$ cat config.mk
export PLATFORM = sky130hd
export DESIGN_NAME = wb_stage_mlane
export DESIGN_NICKNAME = d
export VERILOG_FILES = /design/src/rtl/wb_stage_mlane.sv
export SDC_FILE = /design/constraint.sdc
export NUM_CORES = 1
export LEC_CHECK = 0
export ABC_CLOCK_PERIOD_IN_PS = 3250
export BUFFER_PORTS_ARGS = -buffer_cell sky130_fd_sc_hd__buf_2
export CAP_MARGIN = 0
export CORE_AREA = 3 3 196 198
export CTS_CLUSTER_DIAMETER = 80
export DETAILED_ROUTE_END_ITERATION = 10
export DIE_AREA = 0 0 199 201
export SYNTH_ARGS = -nofsm -noshare
export SYNTH_HDL_FRONTEND = slang
export SYNTH_SLANG_ARGS = --single-unit
$ cat constraint.sdc
create_clock -name clk -period 3.25 [get_ports clk]
set_input_delay 0.65 -clock clk [delete_from_list [all_inputs] [get_ports clk]]
set_output_delay 0.65 -clock clk [all_outputs]
set_load 0.005 [all_outputs]
$ cat src/rtl/wb_stage_mlane.sv
// wb_stage_mlane: multi-lane writeback pipeline register with same-bundle RF collision masking
// and a debug commit trace. Define WB_TRACE_EN to serialise every lane through a trace queue.
module wb_stage_mlane #(
    parameter int LANES    = 2,
    parameter int DW       = 32,
    parameter int HILO_W   = 65,
    parameter int CP0_W    = 38,
    parameter int TQ_DEPTH = 4
) (
    input  logic                clk,
    input  logic                rst,
    input  logic                flush,
    input  logic                in_valid,
    output logic                in_ready,
    input  logic [LANES-1:0]    in_lane_valid,
    input  logic [LANES*32-1:0] in_pc,
    input  logic [LANES-1:0]    in_rf_we,
    input  logic [LANES*5-1:0]  in_rf_waddr,
    input  logic [LANES*DW-1:0] in_rf_wdata,
    input  logic [HILO_W-1:0]   in_hilo,
    input  logic [CP0_W-1:0]    in_cp0,
    output logic [LANES-1:0]    rf_we,
    output logic [LANES*5-1:0]  rf_waddr,
    output logic [LANES*DW-1:0] rf_wdata,
    output logic [HILO_W-1:0]   hilo_bus,
    output logic [CP0_W-1:0]    cp0_bus,
    output logic [31:0]         debug_wb_pc,
    output logic [3:0]          debug_wb_rf_wen,
    output logic [4:0]          debug_wb_rf_wnum,
    output logic [31:0]         debug_wb_rf_wdata
);

    logic             acc;
    logic [LANES-1:0] eff_we;
    logic [LANES-1:0] kill;

    // NOTE: every variable assigned in always_comb gets a default first, so no path leaves it holding state (no latch).
    always_comb begin
        eff_we = '0;
        kill   = '0;
        for (int i = 0; i < LANES; i++) begin
            eff_we[i] = in_lane_valid[i] & in_rf_we[i] & (in_rf_waddr[i*5 +: 5] != 5'd0);
        end
        // A later lane writing the same register supersedes every earlier one.
        for (int i = 0; i < LANES; i++) begin
            for (int j = i + 1; j < LANES; j++) begin
                if (eff_we[j] && (in_rf_waddr[j*5 +: 5] == in_rf_waddr[i*5 +: 5])) begin
                    kill[i] = 1'b1;
                end
            end
        end
    end

    assign acc = in_valid & in_ready & ~flush;

    // NOTE: sequential state uses non-blocking assignments so all registers update together at the edge.
    always_ff @(posedge clk) begin
        if (rst || !acc) begin
            rf_we    <= '0;
            rf_waddr <= '0;
            rf_wdata <= '0;
            hilo_bus <= '0;
            cp0_bus  <= '0;
        end else begin
            rf_we    <= eff_we & ~kill;
            rf_waddr <= in_rf_waddr;
            rf_wdata <= in_rf_wdata;
            hilo_bus <= in_hilo;
            cp0_bus  <= in_cp0;
        end
    end

`ifdef WB_TRACE_EN
    localparam int PW = (TQ_DEPTH > 1) ? $clog2(TQ_DEPTH) : 1;
    localparam int CW = $clog2(TQ_DEPTH + 1);

    logic [31:0]   tq_pc    [2**PW];
    logic          tq_we    [2**PW];
    logic [4:0]    tq_waddr [2**PW];
    logic [31:0]   tq_wdata [2**PW];
    logic [PW-1:0] wr_ptr;
    logic [PW-1:0] rd_ptr;
    logic [CW-1:0] count;
    logic [CW-1:0] n_enq;
    logic [PW-1:0] slot [LANES];
    logic          deq;

    // Registers only: no path from in_valid to in_ready.
    assign in_ready = (count <= CW'(TQ_DEPTH - LANES));
    assign deq      = (count != '0);

    // Valid lanes are packed into consecutive slots in ascending lane order.
    always_comb begin
        n_enq = '0;
        for (int i = 0; i < LANES; i++) begin
            slot[i] = wr_ptr + PW'(n_enq);
            if (in_lane_valid[i]) begin
                n_enq = n_enq + CW'(1);
            end
        end
        if (!acc) begin
            n_enq = '0;
        end
    end

    // NOTE: queue storage is not reset; entries are only ever read while count says they are live.
    always_ff @(posedge clk) begin
        if (acc) begin
            for (int i = 0; i < LANES; i++) begin
                if (in_lane_valid[i]) begin
                    tq_pc[slot[i]]    <= in_pc[i*32 +: 32];
                    tq_we[slot[i]]    <= eff_we[i];
                    tq_waddr[slot[i]] <= in_rf_waddr[i*5 +: 5];
                    tq_wdata[slot[i]] <= 32'(in_rf_wdata[i*DW +: DW]);
                end
            end
        end
    end

    always_ff @(posedge clk) begin
        if (rst) begin
            wr_ptr <= '0;
            rd_ptr <= '0;
            count  <= '0;
        end else begin
            wr_ptr <= wr_ptr + PW'(n_enq);
            rd_ptr <= rd_ptr + PW'(deq);
            count  <= count + n_enq - CW'(deq);
        end
    end

    always_comb begin
        debug_wb_pc       = '0;
        debug_wb_rf_wen   = '0;
        debug_wb_rf_wnum  = '0;
        debug_wb_rf_wdata = '0;
        if (deq) begin
            debug_wb_pc       = tq_pc[rd_ptr];
            debug_wb_rf_wen   = {4{tq_we[rd_ptr]}};
            debug_wb_rf_wnum  = tq_waddr[rd_ptr];
            debug_wb_rf_wdata = tq_wdata[rd_ptr];
        end
    end

    count_in_range: assert property (@(posedge clk) disable iff (rst) count <= CW'(TQ_DEPTH));
`else
    logic          lv0_q;
    logic          twe0_q;
    logic [31:0]   pc0_q;
    logic [DW-1:0] wdata0;
    logic          unused_pc;

    assign in_ready  = 1'b1;
    // Only lane 0 is traced, so the upper lane PCs have no consumer here.
    assign unused_pc = ^in_pc;
    assign wdata0    = rf_wdata[DW-1:0];

    always_ff @(posedge clk) begin
        if (rst || !acc) begin
            lv0_q  <= 1'b0;
            twe0_q <= 1'b0;
            pc0_q  <= '0;
        end else begin
            lv0_q  <= in_lane_valid[0];
            twe0_q <= eff_we[0];
            pc0_q  <= in_pc[31:0];
        end
    end

    assign debug_wb_pc       = lv0_q ? pc0_q : '0;
    assign debug_wb_rf_wen   = {4{lv0_q & twe0_q}};
    assign debug_wb_rf_wnum  = lv0_q ? rf_waddr[4:0] : '0;
    assign debug_wb_rf_wdata = lv0_q ? 32'(wdata0) : '0;
`endif

endmodule
==> out/results.ini <==
[outcome]
run_status = completed

[floorplanning]
boundaryPins = 502
fp-row-count = 70
core_region_area_mm2 = 0.0367
die-area_mm2 = 0.0400
start_util = 0.172
die_width_um = 199
floorplan.die.height_um = 201

[sta]
fin_tns_setup_ps = 0
setup_viol = 0
timing.final.max_slew_violations = 0
timing.final.crit_period_ps = 2570
unrepaired_setup_endpoints_after_global_routing = no
hold_violations = 0
finalWorstSetupSlack_ps = 679
timing_worst_slew_pin_value_ps = 599
fmax_mhz = 389
maxSlewHeadroom = 0.601
final.period_utilization = 0.791

[clocking]
numClockSinks = 213
cts_setup_buffers = 0
cts-hold-fix-buffers = 0
clock_slew_seen_by_the_registers_of_the_worst_setup_and_hold_paths_ps = 60
ctsLongestPathBuffers = 3
post_cts.resized_instances = 0
clk_root_buffer_cell = sky130_fd_sc_hd__clkbuf_16
cts_tree = done
cts_inserted_buffers = 28
htree_num_levels = 1

[place]
post_detailed_placement_half_perimeter_wirelength_mm = 17.1
placement.setup.worst_slack_ps = 1160
globalplace.congestion = 0.793
buffer_ports.inserted = 468

[synth]
synth_seq_cells = 213
synth_enable_flop_cells = 0
synth_cell_types = 18
synth_flop_cell = sky130_fd_sc_hd__dfxtp_1
synthesis.area_per_instance_um2 = 11.7
post_synth_design_cell_area_mm2 = 0.00631
synth_sequential_area_ratio = 0.675
synth_cells = 542
synthesis.nets = 791
yosys_warnings = 0
async_flop_share = 0

[route]
route.final.wire_length_mm = 21.8
firstDrtPassIters = 4
post-route-drc-count = 0
routed_vias_inst = 3.47
routed_wire_length_per_instance_um = 14.5
detail_route.iter0.violations = 129
vias = 5217
final_antenna_net_count = 0

[flow_run]
maxCapViolCount = 0

[setup_path]
critPathMaxFanout = 37
critPathMaxStageDelay_ps = 700
cpLargestDelayFamily = flip-flops
timing.critical_path.slowest_stage_cell = sky130_fd_sc_hd__dfxtp_2
worstSetupPathType = reg -> out
worst_ep_required_ps = 2600
path_cells = buf_4, and2_1, buf_2
timing.critical_path.from_type = flip-flop
worst_setup_path_end_kind = primary output
worstPathBufferInverterCount = 2
cp.arrival_ps = 1920

[global_route]
antenna_found_initial = 7
number_of_global_route_vias_before_repair = 5322
first_pass_grt_wire_length_mm = 30.9
overflow = 0
grt_usage = 0.101
grt_max_degree = 140

[power_and_ir_drop]
seqPwrFrac = 0.443
ir_drop_mv = 0.375
p_int_mw = 4.75
power_frac_clock = 0.509
switching_part_of_the_total = 0.222
power_switching_mw = 1.35
comb_power_share = 0.048
power-per-cell-area_mw_per_mm2 = 605
power.static_leakage_nw = 5.32

[cells_and_area]
layout-drive-gt1-share = 0.510
mostFrequentLayoutCell = sky130_fd_sc_hd__buf_2
layout-area-overhead-vs-synth_pct = 59.8
highest_count_cells_in_the_layout_ignoring_fill_and_taps = sky130_fd_sc_hd__buf_2 (468), sky130_fd_sc_hd__and2_1 (280), sky130_fd_sc_hd__dfxtp_1 (212)
layout.nets = 1258
fillers = 3853

[hold_path]
hold_class = in -> reg

logic make-up after synthesis:
logic type | synth area share
other | 0.000594
AOI/OAI and AO/OA | 0.00654
xor gates and xnor gates | 0.00694
buffers and inverters | 0.0271
and+or+nand+nor | 0.284
DFF | 0.675
flip-flops by register name, indices dropped and copies added, names as in the netlist:
name	count
rf_waddr	10
rf_wdata	64
pc0_q	32
lv0_q	1
rf_we	2
hilo_bus	65
cp0_bus	38
twe0_q	1
power by group through the flow:
| stage | logic (mW) | registers [mW] | clock network [mW] |
|---|---|---|---|
| after floorplan | 0.0792 | 2.76 | 0 |
| after global placement | 0.298 | 2.76 | 0 |
| after detailed placement | 0.301 | 2.76 | 0 |
| after CTS | 0.303 | 2.71 | 3.25 |
| after global routing | 0.329 | 2.71 | 3.34 |
| final | 0.293 | 2.70 | 3.11 |
area by class of cell:
class	instances	area [um^2]	area share
multi-input combinational	294	1890	0.187
timing repair buffer	471	2380	0.236
clock buffer	35	788	0.0781
inverter	1	3.75	0.000372
tap	468	586	0.0580
sequential	213	4270	0.423
clock inverter	17	175	0.0174
antenna	3	7.51	0.000744
stage by stage:
step	instances	utilization	power, mW	instance area (um^2)	hold WS, ps
after floorplan	542	-	2.84	6310	772
after global placement	1447	0.248	3.06	9120	850
after detailed placement	1447	0.248	3.06	9120	852
after CTS	1499	0.275	6.26	10100	256
after global routing	1500	0.275	6.38	10100	267
final	1502	0.275	6.11	10100	304
final timing paths:
check	start	endpoint	cells after the start
worst max-delay path	lv0_q	debug_wb_pc[0]	3
worst min-delay path	in_pc[26]	pc0_q[26]	2
metal layers:
layer / GRT usage / part of all wire / routed length (um)
met2: 0.180 / 0.49 / 10600
met5: 0 / 0.0018 / 39
met4: 0.0356 / 0.031 / 685
met3: 0.0391 / 0.097 / 2110
met1: 0.109 / 0.38 / 8340
cell usage after synthesis (2+ instances only):
library cell	count	area share
sky130_fd_sc_hd__and2_1	280	0.28
sky130_fd_sc_hd__buf_2	2	0.0016
sky130_fd_sc_hd__buf_4	4	0.0048
sky130_fd_sc_hd__clkbuf_1	10	0.0059
sky130_fd_sc_hd__clkbuf_2	18	0.014
sky130_fd_sc_hd__dfxtp_1	213	0.68
sky130_fd_sc_hd__xnor2_1	2	0.0028
sky130_fd_sc_hd__xor2_1	3	0.0042
No activity file was read; power rests on OpenSTA's default activity.
